<file path="src/rtl/regfile_dump_reader.sv">
// Debug dump engine: walks an inclusive register range through the register
// file's async read port and streams each word out LSB byte first on valid/ready.
module regfile_dump_reader #(
    parameter int REG_DATA_WIDTH = 32,
    parameter int REG_SEL_BITS   = 5
) (
    input  logic                      clock,
    input  logic                      reset,
    input  logic                      start,
    input  logic                      abort,
    input  logic [REG_SEL_BITS-1:0]   first_sel,
    input  logic [REG_SEL_BITS-1:0]   last_sel,
    output logic [REG_SEL_BITS-1:0]   read_sel,
    input  logic [REG_DATA_WIDTH-1:0] read_data,
    output logic [7:0]                tx_data,
    output logic                      tx_valid,
    input  logic                      tx_ready,
    output logic                      tx_last,
    output logic                      busy,
    output logic                      done,
    output logic                      range_err
);

    localparam int BYTES  = REG_DATA_WIDTH / 8;
    localparam int BIDX_W = (BYTES > 1) ? $clog2(BYTES) : 1;
    localparam logic [BIDX_W-1:0]       LAST_IDX = BIDX_W'(BYTES - 1);
    localparam logic [BIDX_W-1:0]       BIDX_ONE = BIDX_W'(1);
    localparam logic [REG_SEL_BITS-1:0] SEL_ONE  = REG_SEL_BITS'(1);

    typedef enum logic [1:0] {
        IDLE = 2'd0,
        READ = 2'd1,
        SEND = 2'd2,
        DONE = 2'd3
    } state_t;

    state_t                    state;
    state_t                    state_next;
    logic [REG_SEL_BITS-1:0]   cur_sel;
    logic [REG_SEL_BITS-1:0]   end_sel;
    logic [REG_DATA_WIDTH-1:0] word_q;
    logic [BIDX_W-1:0]         byte_idx;
    logic                      err_q;

    logic latch_range;
    logic load_word;
    logic shift_word;
    logic advance_sel;
    logic bad_range;
    logic last_byte;
    logic last_reg;

    assign last_byte = (byte_idx == LAST_IDX);
    assign last_reg  = (cur_sel == end_sel);

    // Handshake: a byte moves on a cycle where tx_valid && tx_ready; while
    // stalled, tx_data/tx_last hold and tx_valid only drops for abort or reset.
    always_comb begin
        state_next  = state;
        latch_range = 1'b0;
        load_word   = 1'b0;
        shift_word  = 1'b0;
        advance_sel = 1'b0;
        bad_range   = 1'b0;
        case (state)
            IDLE: begin
                if (start) begin
                    if (first_sel <= last_sel) begin
                        latch_range = 1'b1;
                        state_next  = READ;
                    end else begin
                        bad_range = 1'b1;
                    end
                end
            end
            READ: begin
                if (abort) begin
                    state_next = IDLE;
                end else begin
                    load_word  = 1'b1;
                    state_next = SEND;
                end
            end
            SEND: begin
                if (abort) begin
                    state_next = IDLE;
                end else if (tx_ready) begin
                    if (!last_byte) begin
                        shift_word = 1'b1;
                    end else if (last_reg) begin
                        state_next = DONE;
                    end else begin
                        advance_sel = 1'b1;
                        state_next  = READ;
                    end
                end
            end
            DONE: begin
                state_next = IDLE;
            end
            default: begin
                state_next = IDLE;
            end
        endcase
    end

    always_ff @(posedge clock) begin
        if (!reset) begin
            state    <= IDLE;
            cur_sel  <= '0;
            end_sel  <= '0;
            word_q   <= '0;
            byte_idx <= '0;
            err_q    <= 1'b0;
        end else begin
            state <= state_next;
            err_q <= bad_range;
            if (latch_range) begin
                cur_sel <= first_sel;
                end_sel <= last_sel;
            end
            if (load_word) begin
                word_q   <= read_data;
                byte_idx <= '0;
            end
            if (shift_word) begin
                word_q   <= word_q >> 8;
                byte_idx <= byte_idx + BIDX_ONE;
            end
            // Termination is on equality, so cur_sel never increments past end_sel.
            if (advance_sel) begin
                cur_sel <= cur_sel + SEL_ONE;
            end
        end
    end

    assign read_sel  = cur_sel;
    assign tx_data   = word_q[7:0];
    assign tx_valid  = (state == SEND);
    assign tx_last   = (state == SEND) && last_byte && last_reg;
    assign busy      = (state == READ) || (state == SEND);
    assign done      = (state == DONE) || err_q;
    assign range_err = err_q;

endmodule

</file>
<file path="config.mk">
export PLATFORM = sky130hd
export DESIGN_NAME = regfile_dump_reader
export DESIGN_NICKNAME = d
export VERILOG_FILES = /design/src/rtl/regfile_dump_reader.sv
export SDC_FILE = /design/constraint.sdc
export NUM_CORES = 1
export LEC_CHECK = 0
export ABC_CLOCK_PERIOD_IN_PS = 2100
export BUFFER_PORTS_ARGS = -buffer_cell sky130_fd_sc_hd__buf_2
export CAP_MARGIN = 20
export CELL_PAD_IN_SITES_DETAIL_PLACEMENT = 1
export CELL_PAD_IN_SITES_GLOBAL_PLACEMENT = 2
export CORE_MARGIN = 2
export CORE_UTILIZATION = 29
export CTS_CLUSTER_DIAMETER = 40
export CTS_CLUSTER_SIZE = 10
export DETAILED_ROUTE_END_ITERATION = 8
export PLACE_DENSITY = 0.81
export SLEW_MARGIN = 20
export SYNTH_ARGS = -nofsm -noshare
export SYNTH_HDL_FRONTEND = slang
export SYNTH_SLANG_ARGS = --single-unit
</file>
<file path="constraint.sdc">
create_clock -name clock -period 2.1 [get_ports clock]
set_clock_uncertainty 0.15 [all_clocks]
set_input_delay 0.21 -clock clock [delete_from_list [all_inputs] [get_ports clock]]
set_output_delay 0.21 -clock clock [all_outputs]
set_load 0.01 [all_outputs]
</file>
After elaboration in Yosys (flattened, before gate mapping) --
Cells that the tools add are included.
Storage, ports and cells: input bits 47, output and inout port bits 18, bits in registers 47, word-level logic and storage cells 59
Operators by class: eq/ne operators 9, bitwise logic cells 1, muxes and demuxes 29, $add $sub $neg 2, $lt $le $gt $ge 1, reductions and logical operators 10
Operators by type and width (number):
- 24-bit two-way mux | 2
- 2-bit two-way mux | 9
- 1-bit two-way mux | 15
- 5-bit two-way mux | 2
- 2-bit one-hot mux with 4 select lines | 1
- 2-bit equality test, second input constant | 3
- 3-bit by 2-bit inequality test with 1-bit output, second input constant | 2
- 5-bit by 1-bit adder with 5-bit output, second input constant | 1
- 5-bit equality test | 1
- 5-bit less-or-equal comparator | 1
- 2-bit inequality test, second input constant | 2
- 4-bit AND reduction | 1
- 2-bit nonzero test | 2
- 3-bit AND reduction | 1
- 2-bit by 1-bit adder with 2-bit output, second input constant | 1
- 2-bit by 1-bit equality test with 1-bit output, second input constant | 1
- 1-bit logical AND | 2
- 2-bit zero test | 1
- 1-bit logical OR | 2
- 2-bit OR reduction | 1
- 1-bit NOT | 1

Logic depth before layout (Yosys ltp) --
Gate-level depths: netlist of the first run.
depth after elaboration 7, depth in mapped cells 8

Worst setup path before layout of the first run --
No wires, ideal clock.
path kind flip-flop to flip-flop, from register state[0], to register word_q[10], setup time 0.091 ns, arrival time 1.576 ns, stages on the path, launching flop included 8, path slack 0.283 ns, cell sequence dfxtp_1 > inv_1 > ha_1 > nor2b_2 > nand3b_1 > clkbuf_1 > nor2_1 > a311oi_1
Between the ends: longest elaborated chain between the ends 3, elaborated cells between the ends (all ways) 6
RTL lines:
- start, declared | RTL line 37 | state_t state;
- start signal, assigned | RTL line 116 | state <= state_next;
- 2-bit equality test (*)
- via tx_valid | RTL line 16 | output logic tx_valid,
- 1-bit two-way mux (*) | RTL line 65 | case (state)
- 24-bit two-way mux / 2-bit nonzero test (equally long branches)
- end signal, assigned | RTL line 123 | word_q <= read_data;
- end signal, assigned | RTL line 127 | word_q <= word_q >> 8;
- end, declared | RTL line 41 | logic [REG_DATA_WIDTH-1:0] word_q;
The timed path passes the listed nets; every way through them passes the cells marked *. A chain may end at the register's enable or synchronous reset.

Final worst setup path of the first run --
from register state[0], to register end_sel[3]
Between the ends: longest elaborated chain between the ends 2
RTL lines:
- 2-bit zero test | RTL line 65
- 1-bit two-way mux | RTL line 65
- end signal, assigned | RTL line 120 | end_sel <= last_sel;
- end, declared | RTL line 40 | logic [REG_SEL_BITS-1:0] end_sel;
No other way between the ends.

==> metrics.yaml, run 1 <==
status: "finished clean"
synthFlopType: "dfxtp_1"
rrSetupSlack_ns: 0.12
clockBufferDepth: 2
crit_path_start: "state[0]"
worst-r2r-cell-count: 9
slew_headroom: 0.742
power.leakage_nw: 1.39
synth_edf_count: 0
swShare: 0.289
die_h_um: 94.1
async_flop_share: 0
use_met1: 0.201
synth_commonest_cells: "69 x nand2_1, 47 x dfxtp_1, 36 x nor2_1"
p_int_mw: 1.56
die_w_um: 94.1
synth_cell_types: 36
start_util: 0.301
timing.hold.ws_ns: 0.00874
worst-setup-path-type: "flip-flop to flip-flop"
hp-class: "input port to flip-flop"
path_clk_slew_ns: 0.10
drive_above_1_share: 0.295
antenna_found_initial: 0
power_density_nw_per_um2: 706
synth_seq_cells: 47
synth.area.top_cells: "dfxtp_1 40%, nand2_1 11%, a311oi_1 8.9%, ha_1 5.9%, nor2_1 5.7%"
worstMarginPinSlew_ns: 0.387
cp.required_ns: 2.14
fin_crit_sh: 0.945
place_area_um2: 2850
tns_ns: 0
cts_buffers: 5
fmax_ghz: 0.504
stdcell_count: 475
r2r-end: "end_sel[3]"
avgSynthCellArea_um2: 8.00
drt-total-wl_um: 6440
p_comb_frac: 0.223
vias_per_cell: 4.74
grt_pass1_wl_um: 10500
yosysSeqAreaShare: 0.400
grt-ovfl-total: 0
min_from: "read_data[2]"
maxSlewViolCount: 0
reg2reg_from: "state[0]"
fin_nets: 430
cp.arrival_ns: 2.03
die_area_um2: 8850
synth_top_cell_by_area: "dfxtp_1"
min_to: "word_q[2]"
vdd_drop_max_mv: 0.279
place_inst: 455
vias: 2252
wire_per_inst_um: 13.6
io_buffers: 64
drc: 0
area_delta_synth_final_pct: 32.0
ios: 65
netlist_instances: 294
power_frac_clock: 0.319
yosysWarnings: 0
drt_iter0_markers: 75
cts_sinks: 47
finalHoldViolCount: 0
cp_max_fo: 6
globalplace.congestion: 0.769
grt_pass1_vias: 2173
fin_util: 0.398
synthesis.area_um2: 2350
fin_area_um2: 3110
ant_nets: 0
cts_htree_levels: 2
yosysTopAreaCellShare: 0.400
cts-root-buf: "clkbuf_8"
core-area_um2: 7810
p_switching_mw: 0.634
rows: 32
gr-usage-all-layers: 0.148
pwr-share-seq: 0.458
synth_fp_nets: 352
fin_crit_ns: 1.98
top_usage_layer: "met2"
setup_viol: 0
cap_violations: 0
start_kind: "flip-flop"
end_kind: "flip-flop"
tritoncts: "yes"
hpwl_um: 4640
diodes: 0
dr.pass1.iters: 4
whs_path_depth: 3
grt_max_degree: 38
use_met2: 0.247
clkLatencyLatePin_ns: 0.30
synth.most_common_cell: "nand2_1"
grt_use_met3: 0.0225
## registers in the layout, summed over array words and instances, names as in the netlist
register,cells
byte_idx,2
end_sel,5
range_err,1
read_sel,5
state,2
word_q,32
## stage by stage
step | total power [mW] | setup WS, ns
6_report | 2.19 | 0.115
4_1_cts | 2.20 | 0.0333
3_5_place_dp | 1.48 | -0.419
3_3_place_gp | 1.46 | -0.315
2_1_floorplan | 1.30 | 0.283
5_1_grt | 2.32 | -0.0124
## worst max-delay path by stage
stage / end / slack [ns] / cells past startpoint
after floorplan: word_q[10] / 0.28 / 7
after global placement: read_sel[0] / -0.32 / 7
after detailed placement: read_sel[0] / -0.42 / 7
after CTS: read_sel[0] / 0.03 / 8
after global routing: end_sel[4] / -0.01 / 9
final: end_sel[3] / 0.12 / 9
## layout make-up
class / instances / area [um2]
clock buffer: 5 / 68.8
clock inverter: 3 / 47.5
fill: 985 / 4700
inverter: 9 / 33.8
multi-input combinational: 213 / 1260
sequential: 47 / 941
tap: 102 / 128
timing repair buffer: 96 / 628
## placed cells by master (no fill, tap or decap), drive strengths merged, types with 3 or more instances in the layout
cell,Yosys,layout
xor2,5,5
o21ai,5,5
dfxtp,47,47
a211oi,3,3
a21o,4,4
nand3b,4,4
ha,11,11
nor2b,4,4
buf,12,89
mux2i,6,6
a311oi,24,24
a31oi,6,6
nor2,36,36
inv,8,9
a21oi,12,12
nand2,70,70
nand3,10,10
dlygate4sd3,0,7
clkbuf,13,5
## power groups by stage
| stage | logic (mW) | registers [mW] | clock network (mW) |
|---|---|---|---|
| 5_1_grt | 0.548 | 1.01 | 0.759 |
| 4_1_cts | 0.466 | 1.01 | 0.727 |
| 3_3_place_gp | 0.438 | 1.02 | 0 |
| 6_report | 0.490 | 1.00 | 0.699 |
| 2_1_floorplan | 0.277 | 1.02 | 0 |
| 3_5_place_dp | 0.451 | 1.02 | 0 |
## timing repair
item                       CTS  global route
hold endpoints to repair     6             1
setup endpoints to repair   10             9
hold buffers                 6             1
gates resized for setup      1             3
setup buffers                0             5
## critical path, cell delays in order, from the launching register on
cell,delay (ns)
dfxtp_1,0.33
inv_1,0.08
ha_2,0.19
nand2_2,0.09
buf_4,0.15
or3_4,0.34
o31ai_4,0.11
buf_4,0.20
mux2i_1,0.18
nor2_1,0.05
## per-layer routing
layer | part of all wire | up-vias
li1 | - | 1158
met1 | 0.47 | 1046
met2 | 0.48 | 42
met3 | 0.032 | 6
met4 | 0.011 | 0
met5 | 0 | -
## cells by family (layout without fill, tap and decap cells)
| logic type | count (synthesis) | after routing | share of synthesized area |
|---|---|---|---|
| compound gates | 57 | 57 | 0.178 |
| fa+ha+maj | 11 | 11 | 0.0585 |
| simple gates | 134 | 134 | 0.247 |
| buf+inv | 34 | 113 | 0.0729 |
| mux | 6 | 6 | 0.0255 |
| xor+xnor | 5 | 5 | 0.0186 |
| flops | 47 | 47 | 0.400 |
No activity file was read; power rests on OpenSTA's default activity.
==> inputs of run 2 (changes only) <==
Settings changed: RECOVER_POWER set to 100.
==> run 2 against run 1 <==
Fmax is 0.28% higher. Critical path depth did not move. Clock-buffer cell count stayed put. Register-to-register slack hardly changed. Combinational power down 2%. First-iteration DRC count up 12%. Design area decreased by 1.0%.
==> metrics.yaml, run 2 (synthesized netlist as in run 1, its figures left out) <==
status: "finished clean"
clkLatencyLatePin_ns: 0.30  # about the same
cts_sinks: 47  # unchanged
globalplace.congestion: 0.769  # unchanged
p_comb_frac: 0.220  # -0.003
hp-class: "input port to flip-flop"
crit_path_start: "state[0]"
hpwl_um: 4640  # unchanged
area_delta_synth_final_pct: 30.6
die_h_um: 94.1  # unchanged
crit_chain: "inv_1 > ha_2 > nand2_2 > buf_4 > or3_4 > o31ai_4 > buf_4 > mux2i_1 > nor2_1"
top_register: "word_q"
fin_util: 0.394  # -0.00417
total_power_mw: 2.19  # -0.35%
largest_reg_flops: 32  # unchanged
wire_per_inst_um: 13.7  # +0.62%
drt_iter0_markers: 84  # +12%
cp.arrival_ns: 2.03  # about the same
reg2reg_from: "state[0]"
die_w_um: 94.1  # unchanged
worst-setup-path-type: "flip-flop to flip-flop"
swShare: 0.291  # +0.00148
clockBufferDepth: 2  # unchanged
fin_nets: 430  # unchanged
vias: 2267  # +0.67%
cts-root-buf: "clkbuf_8"
p_switching_mw: 0.635  # +0.17%
power_density_nw_per_um2: 711  # +0.71%
worstMarginPinSlew_ns: 0.470  # +0.0834 ns
grt_pass1_vias: 2173  # unchanged
drive_above_1_share: 0.244  # -0.0509
setup_viol: 0  # unchanged
grt-ovfl-total: 0  # unchanged
drc: 0  # unchanged
io_buffers: 64  # unchanged
cp_slowest_stage_delay_ns: 0.34  # about the same
start_kind: "flip-flop"
antenna_found_initial: 0  # unchanged
grt_pass1_wl_um: 10500  # unchanged
p_int_mw: 1.55  # -0.55%
layout_commonest_cell: "nand2_1"
cp_slowest_cell: "or3_4"
worst-path-buf-inv: 3  # unchanged
cap_violations: 0  # unchanged
fin_crit_ns: 1.98  # -0.00548 ns
final_cell_mix: "67 x nand2_1, 48 x buf_2, 47 x dfxtp_1"
finalHoldViolCount: 0  # unchanged
core-area_um2: 7810  # unchanged
cp.required_ns: 2.15  # about the same
ios: 65  # unchanged
cts_buffers: 5  # unchanged
start_util: 0.301  # unchanged
cts_htree_levels: 2  # unchanged
pwr-share-seq: 0.460  # +0.002
fin_crit_sh: 0.943  # -0.00261
power.leakage_nw: 1.31  # -5.5%
slew_headroom: 0.684  # -0.0575
dr.pass1.iters: 4  # unchanged
fmax_ghz: 0.505  # +0.28%
min_from: "read_data[2]"
rows: 32  # unchanged
path_clk_slew_ns: 0.10  # about the same
power_frac_clock: 0.320  # about the same
end_kind: "flip-flop"
drt-total-wl_um: 6480  # +0.62%
crit_top_cell: "buf_4"
diodes: 0  # unchanged
cp_max_fo: 6  # unchanged
maxSlewViolCount: 0  # unchanged
ant_nets: 0  # unchanged
gr-usage-all-layers: 0.148  # unchanged
tritoncts: "yes"
vdd_drop_max_mv: 0.279  # about the same
vias_per_cell: 4.77  # +0.67%
grt_max_degree: 38  # unchanged
die_area_um2: 8850  # unchanged
fillers: 992  # +0.71%
cp_top_family: "simple AND/OR/NAND/NOR gates"
[run 2: final cells by class]
class	count	area, um2	area share
timing repair buffer	96	601	0.195
clock buffer	5	68.8	0.0224
inverter	9	33.8	0.0110
tap	102	128	0.0415
clock inverter	3	47.5	0.0155
sequential	47	941	0.306
multi-input combinational	213	1250	0.408
[run 2: worst min-delay path, delay by kind of cell]
family	cells	cell delay [ns]
AOI/OAI and AO/OA	1	0.07
buffers and inverters	1	0.09
and+or+nand+nor	1	0.05
[run 2: what timing repair did]
action	in CTS	in global routing
gates resized for setup	1	3
hold endpoints to repair	6	1
hold buffers	6	1
setup endpoints to repair	10	9
setup buffers	0	5
[run 2: worst paths after layout]
check | end | slack, ns | depth (start not counted)
max | end_sel[3] | 0.12 | 9
min | word_q[2] | 0.007 | 3
min reg2reg | word_q[28] | 0.31 | 2
max reg2reg | end_sel[3] | 0.12 | 9
[run 2: power groups by stage]
stage	Clock, mW	Combinational (mW)	Sequential (mW)
global route	0.759	0.539	1.02
CTS	0.727	0.466	1.01
finish	0.700	0.481	1.01
detailed placement	0	0.451	1.02
floorplan	0	0.277	1.02
global placement	0	0.438	1.02
[run 2: layer usage]
metal / wire [um] / global-route usage / vias up / share of wire
met1: 3080 / 0.201 / 1055 / 0.48
met4: 73 / 0.0362 / 0 / 0.011
met5: 0 / 0 / - / 0
met3: 193 / 0.0225 / 6 / 0.030
li1: - / - / 1164 / -
met2: 3130 / 0.247 / 42 / 0.48
[run 2: per-stage QoR]
stage,cells,area (um2),hold WS [ns],setup slack (ns),TNS [ns]
after CTS,469,3040,0.00176,0.0333,0
final,475,3070,0.00748,0.121,0
after floorplan,294,2350,0.178,0.283,0
after global routing,475,3070,0.00682,-0.0124,-0.0124
after global placement,455,2850,0.294,-0.315,-2.70
after detailed placement,455,2850,0.302,-0.419,-3.35
